--- src/rtl/shift_sequencer.sv ---
// rtl/shift_sequencer.sv - shifter Start/Done initiator: frame collection, timeout supervision, frame/overrun tracking
module shift_sequencer #(
    parameter int FRAME_LEN = 8,
    parameter int TIMEOUT   = 64
) (
    input  logic                         Clk,
    input  logic                         Reset,
    input  logic                         Enable,
    input  logic                         SampleValid,
    output logic                         Start,
    input  logic                         Done,
    output logic                         Busy,
    output logic [$clog2(FRAME_LEN)-1:0] SampleIdx,
    output logic [7:0]                   FrameCount,
    output logic                         TimeoutErr,
    output logic                         Overrun
);

    localparam int IDX_W = $clog2(FRAME_LEN);
    localparam int TMR_W = $clog2(TIMEOUT + 1);
    localparam logic [IDX_W-1:0] LAST_IDX = IDX_W'(FRAME_LEN - 1);
    localparam logic [TMR_W-1:0] LAST_TMR = TMR_W'(TIMEOUT - 1);

    typedef enum logic [1:0] {
        S_IDLE,
        S_COLLECT,
        S_REQ,
        S_WAIT
    } state_t;

    state_t           state, state_next;
    logic [TMR_W-1:0] timer, timer_next;
    logic [IDX_W-1:0] idx_next;
    logic [7:0]       count_next;
    logic             terr_next;
    logic             ovr_next;
    logic             start_next;
    logic             busy_next;

    always_ff @(posedge Clk) begin
        if (Reset) begin
            state      <= S_IDLE;
            timer      <= '0;
            SampleIdx  <= '0;
            FrameCount <= '0;
            TimeoutErr <= 1'b0;
            Overrun    <= 1'b0;
            Start      <= 1'b0;
            Busy       <= 1'b0;
        end else begin
            state      <= state_next;
            timer      <= timer_next;
            SampleIdx  <= idx_next;
            FrameCount <= count_next;
            TimeoutErr <= terr_next;
            Overrun    <= ovr_next;
            Start      <= start_next;
            Busy       <= busy_next;
        end
    end

    always_comb begin
        state_next = state;
        timer_next = timer;
        idx_next   = SampleIdx;
        count_next = FrameCount;
        terr_next  = TimeoutErr;
        ovr_next   = Overrun;

        case (state)
            S_IDLE: begin
                idx_next = '0;
                if (Enable) begin
                    state_next = S_COLLECT;
                end
            end
            S_COLLECT: begin
                // A frame-completing sample wins over Enable falling in the same cycle.
                if (SampleValid && SampleIdx == LAST_IDX) begin
                    idx_next   = '0;
                    state_next = S_REQ;
                end else if (!Enable) begin
                    idx_next   = '0;
                    state_next = S_IDLE;
                end else if (SampleValid) begin
                    idx_next = SampleIdx + 1'b1;
                end
            end
            S_REQ: begin
                if (SampleValid) begin
                    ovr_next = 1'b1;
                end
                timer_next = '0;
                state_next = S_WAIT;
            end
            S_WAIT: begin
                if (SampleValid) begin
                    ovr_next = 1'b1;
                end
                if (Done) begin
                    count_next = FrameCount + 8'd1;
                    state_next = Enable ? S_COLLECT : S_IDLE;
                end else if (timer == LAST_TMR) begin
                    terr_next  = 1'b1;
                    state_next = S_IDLE;
                end else begin
                    timer_next = timer + 1'b1;
                end
            end
            default: begin
                state_next = S_IDLE;
            end
        endcase

        // Start and Busy are registered from the next state so they line up with REQ/WAIT.
        start_next = (state_next == S_REQ);
        busy_next  = (state_next == S_REQ) || (state_next == S_WAIT);
    end

endmodule
--- config.mk ---
export PLATFORM = sky130hd
export DESIGN_NAME = shift_sequencer
export DESIGN_NICKNAME = d
export VERILOG_FILES = /design/src/rtl/shift_sequencer.sv
export SDC_FILE = /design/constraint.sdc
export NUM_CORES = 1
export LEC_CHECK = 0
export BUFFER_PORTS_ARGS = -buffer_cell sky130_fd_sc_hd__buf_4
export CAP_MARGIN = 20
export CORE_ASPECT_RATIO = 0.9
export CORE_MARGIN = 4
export CORE_UTILIZATION = 45
export DETAILED_ROUTE_END_ITERATION = 6
export MAX_ROUTING_LAYER = met4
export PLACE_DENSITY = 0.67
export SYNTH_ARGS = -nofsm -noshare
export SYNTH_HDL_FRONTEND = slang
export SYNTH_SLANG_ARGS = --single-unit
--- constraint.sdc ---
create_clock -name Clk -period 1.9 [get_ports Clk]
set_clock_uncertainty 0.05 [all_clocks]
set_input_delay 0.19 -clock Clk [delete_from_list [all_inputs] [get_ports Clk]]
set_output_delay 0.19 -clock Clk [all_outputs]
set_load 0.02 [all_outputs]
==> implementation parameters <==
Parameter                              Value

Global route
  Vias in the first global route    822
  Pin count of the biggest net entering global routing    26
  Antenna violations before repair    0
  Aggregate global-route resource usage    0.140
  GRT Residual Overflow    0
  Global-route wire length before repair    3.59 mm

Finish
  Share of post-route cells with drive strength above 1    0.250
  Count of antenna diodes in the layout    0
  Total number of nets in the final design    150
  Synthesis-to-finish area growth    15.9%

Yosys
  Mapped Avg Cell Area    9.23 sq um
  Ys async rst share    0
  Basic-gate share of the synthesized area counting and, or, nand and nor cells    0.305
  Distinct cell type count of the synthesized netlist    41
  Prevailing post-synth register cell    sky130_fd_sc_hd__dfxtp_1
  Post-synthesis sequential element count    23
  Post-synthesis mux area share    0.0179
  Share of synthesized area occupied by flip-flops and latches    0.412
  Combined area of all synthesized cells    1120 sq um
  Share of synthesized cell area in full adder, half adder and majority cells    0.0448
  Number of cells produced by synthesis    121
  Post-synth EDFFs    0
  Synthesized-area fraction occupied by xor and xnor cells    0.0470
  Yosys warning total    0
  Dominant combinational cell family by area after synthesis    simple AND/OR/NAND/NOR gates
  Syn Nets    130
  Share of the synthesized area in compound gates (AO/OA/AOI/OAI)    0.140

Hold path
  Hold WC Path Type    input port to register
  Worst hold path depth    3

Clock tree
  Post-cts gate resize count    0
  TritonCTS Sinks    23
  TritonCTS clock tree    yes
  Number of buffers on the longest clock path    2
  Worst-skew pair later-pin latency    0.31 ns
  Buffer cell driving the clock tree root    sky130_fd_sc_hd__clkbuf_4
  H-tree lvl count    1
  TritonCTS Buffers    3
  Number of buffers inserted by hold repair at cts    0
  Buffers inserted by post-CTS timing repair    0
  Clock slew seen by the registers of the worst setup and hold paths    0.12 ns

Power and ir drop
  Leak Pwr    0.503 nW
  Peak supply drop    0.353 mV
  Switching Fraction    0.228
  Total chip power    750 uW
  Sequential power share    0.647
  Clock network fraction of design power    0.300
  Int Pwr    579 uW
  Combinational Power Share    0.053
  Power Density    579 nW/um^2
  Net switching component of the power    171 uW

Detailed routing
  DRC errors left    0
  DR iter-0 viols    23
  Detailed-route via count    929
  Wirelength, routed    2.12 mm
  Antenna-violating nets left    0
  Number of iterations in the first detailed-routing pass    4
  Average wire per cell in the routed design    12.7 microns
  Via/cell ratio    5.56

Floorplanning
  Ports placed on the boundary    20
  Die Y    55.3 microns
  Area of the die    3350 sq um
  Initial core utilization    0.494
  Placement Rows    16
  Floorplan die width    60.5 microns
  Core area    2260 sq um

STA
  Unrepaired setup endpoints after global routing    no
  Minimum clock period after layout    1.68 ns
  Post-layout worst setup margin    0.221 ns
  Fin. Hold Viols    0
  Setup TNS after final layout    0 ns
  # setup viols final    0
  Highest clock frequency the design can meet    596 MHz
  Final worst-path cycle share    0.884
  Worst hold margin    0.0922 ns
  Pin slew with the least headroom to its limit    0.507 ns
  Max-slew violations    0
  Max_slew headroom    0.661

Outcome
  Run status    complete, no violations

Placed design
  Estimated wirelength of the detail-placed design    1.49 mm
  Gpl congestion    0.864
  Post-place setup slack    0.269 ns
  Count of input and output buffers    19

Critical path
  Worst R2R Path Depth    5
  Critical path endpoint category    register
  CP Data Required Time    2.11 ns
  Arrival time of data at the critical path endpoint    1.89 ns
  Category of the critical setup timing path    register to register
  Worst Setup Start Kind    register
  Largest fanout of any net on the critical path    8

Job
  Max-cap check violation count    0
## logic make-up after synthesis
group,Yosys count
compound gates,21
xor+xnor,6
fa+ha+maj,4
buf+inv,6
flops,23
mux,2
simple gates,59
## power groups by stage
stage	logic [mW]	clock network, mW	registers [mW]
2_1_floorplan	0.0235	0	0.497
3_3_place_gp	0.0390	0	0.496
3_5_place_dp	0.0395	0	0.496
4_1_cts	0.0398	0.236	0.486
5_1_grt	0.0443	0.253	0.486
6_report	0.0395	0.225	0.486
## worst paths after layout
check / startpoint / endpoint / slack, ns
max: timer[0]$_SDFFE_PP0P_ / timer[1]$_SDFFE_PP0P_ / 0.22
max reg2reg: timer[0]$_SDFFE_PP0P_ / timer[1]$_SDFFE_PP0P_ / 0.22
min: SampleValid / Overrun$_SDFFE_PP0P_ / 0.09
min reg2reg: Overrun$_SDFFE_PP0P_ / Overrun$_SDFFE_PP0P_ / 0.44
## metrics by stage
stage | std cells | utilization | instance area [sq um]
2_1_floorplan | 121 | - | 1120
3_3_place_gp | 163 | 0.560 | 1270
3_5_place_dp | 163 | 0.560 | 1270
4_1_cts | 167 | 0.572 | 1290
5_1_grt | 167 | 0.572 | 1290
6_report | 167 | 0.572 | 1290
## state kept, by name (all words and copies together) (netlist names)
name        count
state           1
timer           7
Overrun         1
FrameCount      8
Busy            1
Start           1
TimeoutErr      1
SampleIdx       3
## worst max-delay path: stages (launching register included)
cell,delay (ns)
sky130_fd_sc_hd__dfxtp_1,0.42
sky130_fd_sc_hd__ha_1,0.25
sky130_fd_sc_hd__nand3_4,0.13
sky130_fd_sc_hd__o311ai_4,0.51
sky130_fd_sc_hd__a22oi_1,0.16
sky130_fd_sc_hd__nor2_1,0.10
## area by class of cell
type	count	area [sq um]
multi-input combinational	92	619
sequential	23	460
fill	209	967
inverter	1	3.75
clock inverter	1	5.00
clock buffer	3	22.5
timing repair buffer	20	150
tap	27	33.8
## cell usage after synthesis (all sizes together) (3+ instances only)
master,number,area (sq um)
nand4b,3,26.3
or3,3,20.0
xnor2,3,26.3
nand2,11,43.8
nor3,6,35.0
dfxtp,23,460
and3,3,18.8
o21ai,3,15.0
nor2,17,66.3
xor2,3,26.3
a22oi,3,22.5
a21oi,6,30.0
clkbuf,3,21.3
ha,4,50.1
nand3,5,37.5
nand4,4,25.0
## metal layers
layer | wire, microns | GRT usage | vias to the layer above
met5 | 0 | - | -
met4 | 15 | 0.0372 | 0
met3 | 109 | 0.0443 | 2
met2 | 937 | 0.194 | 19
met1 | 1060 | 0.197 | 428
li1 | - | - | 480
## placed cells by master (no fill, tap or decap), types with 2 or more instances in the layout
master	n
sky130_fd_sc_hd__xnor2_1	3
sky130_fd_sc_hd__buf_4	20
sky130_fd_sc_hd__nand4b_1	3
sky130_fd_sc_hd__ha_1	4
sky130_fd_sc_hd__a31oi_1	2
sky130_fd_sc_hd__nor2_1	16
sky130_fd_sc_hd__xor2_1	3
sky130_fd_sc_hd__a22oi_1	3
sky130_fd_sc_hd__mux2i_1	2
sky130_fd_sc_hd__or3_1	2
sky130_fd_sc_hd__a21oi_1	6
sky130_fd_sc_hd__and3_1	3
sky130_fd_sc_hd__nand2_1	10
sky130_fd_sc_hd__nand4_1	4
sky130_fd_sc_hd__nand3_1	4
sky130_fd_sc_hd__nor3_1	5
sky130_fd_sc_hd__o21ai_0	3
sky130_fd_sc_hd__dfxtp_1	23
sky130_fd_sc_hd__clkbuf_4	3
No activity file was read; power rests on OpenSTA's default activity.
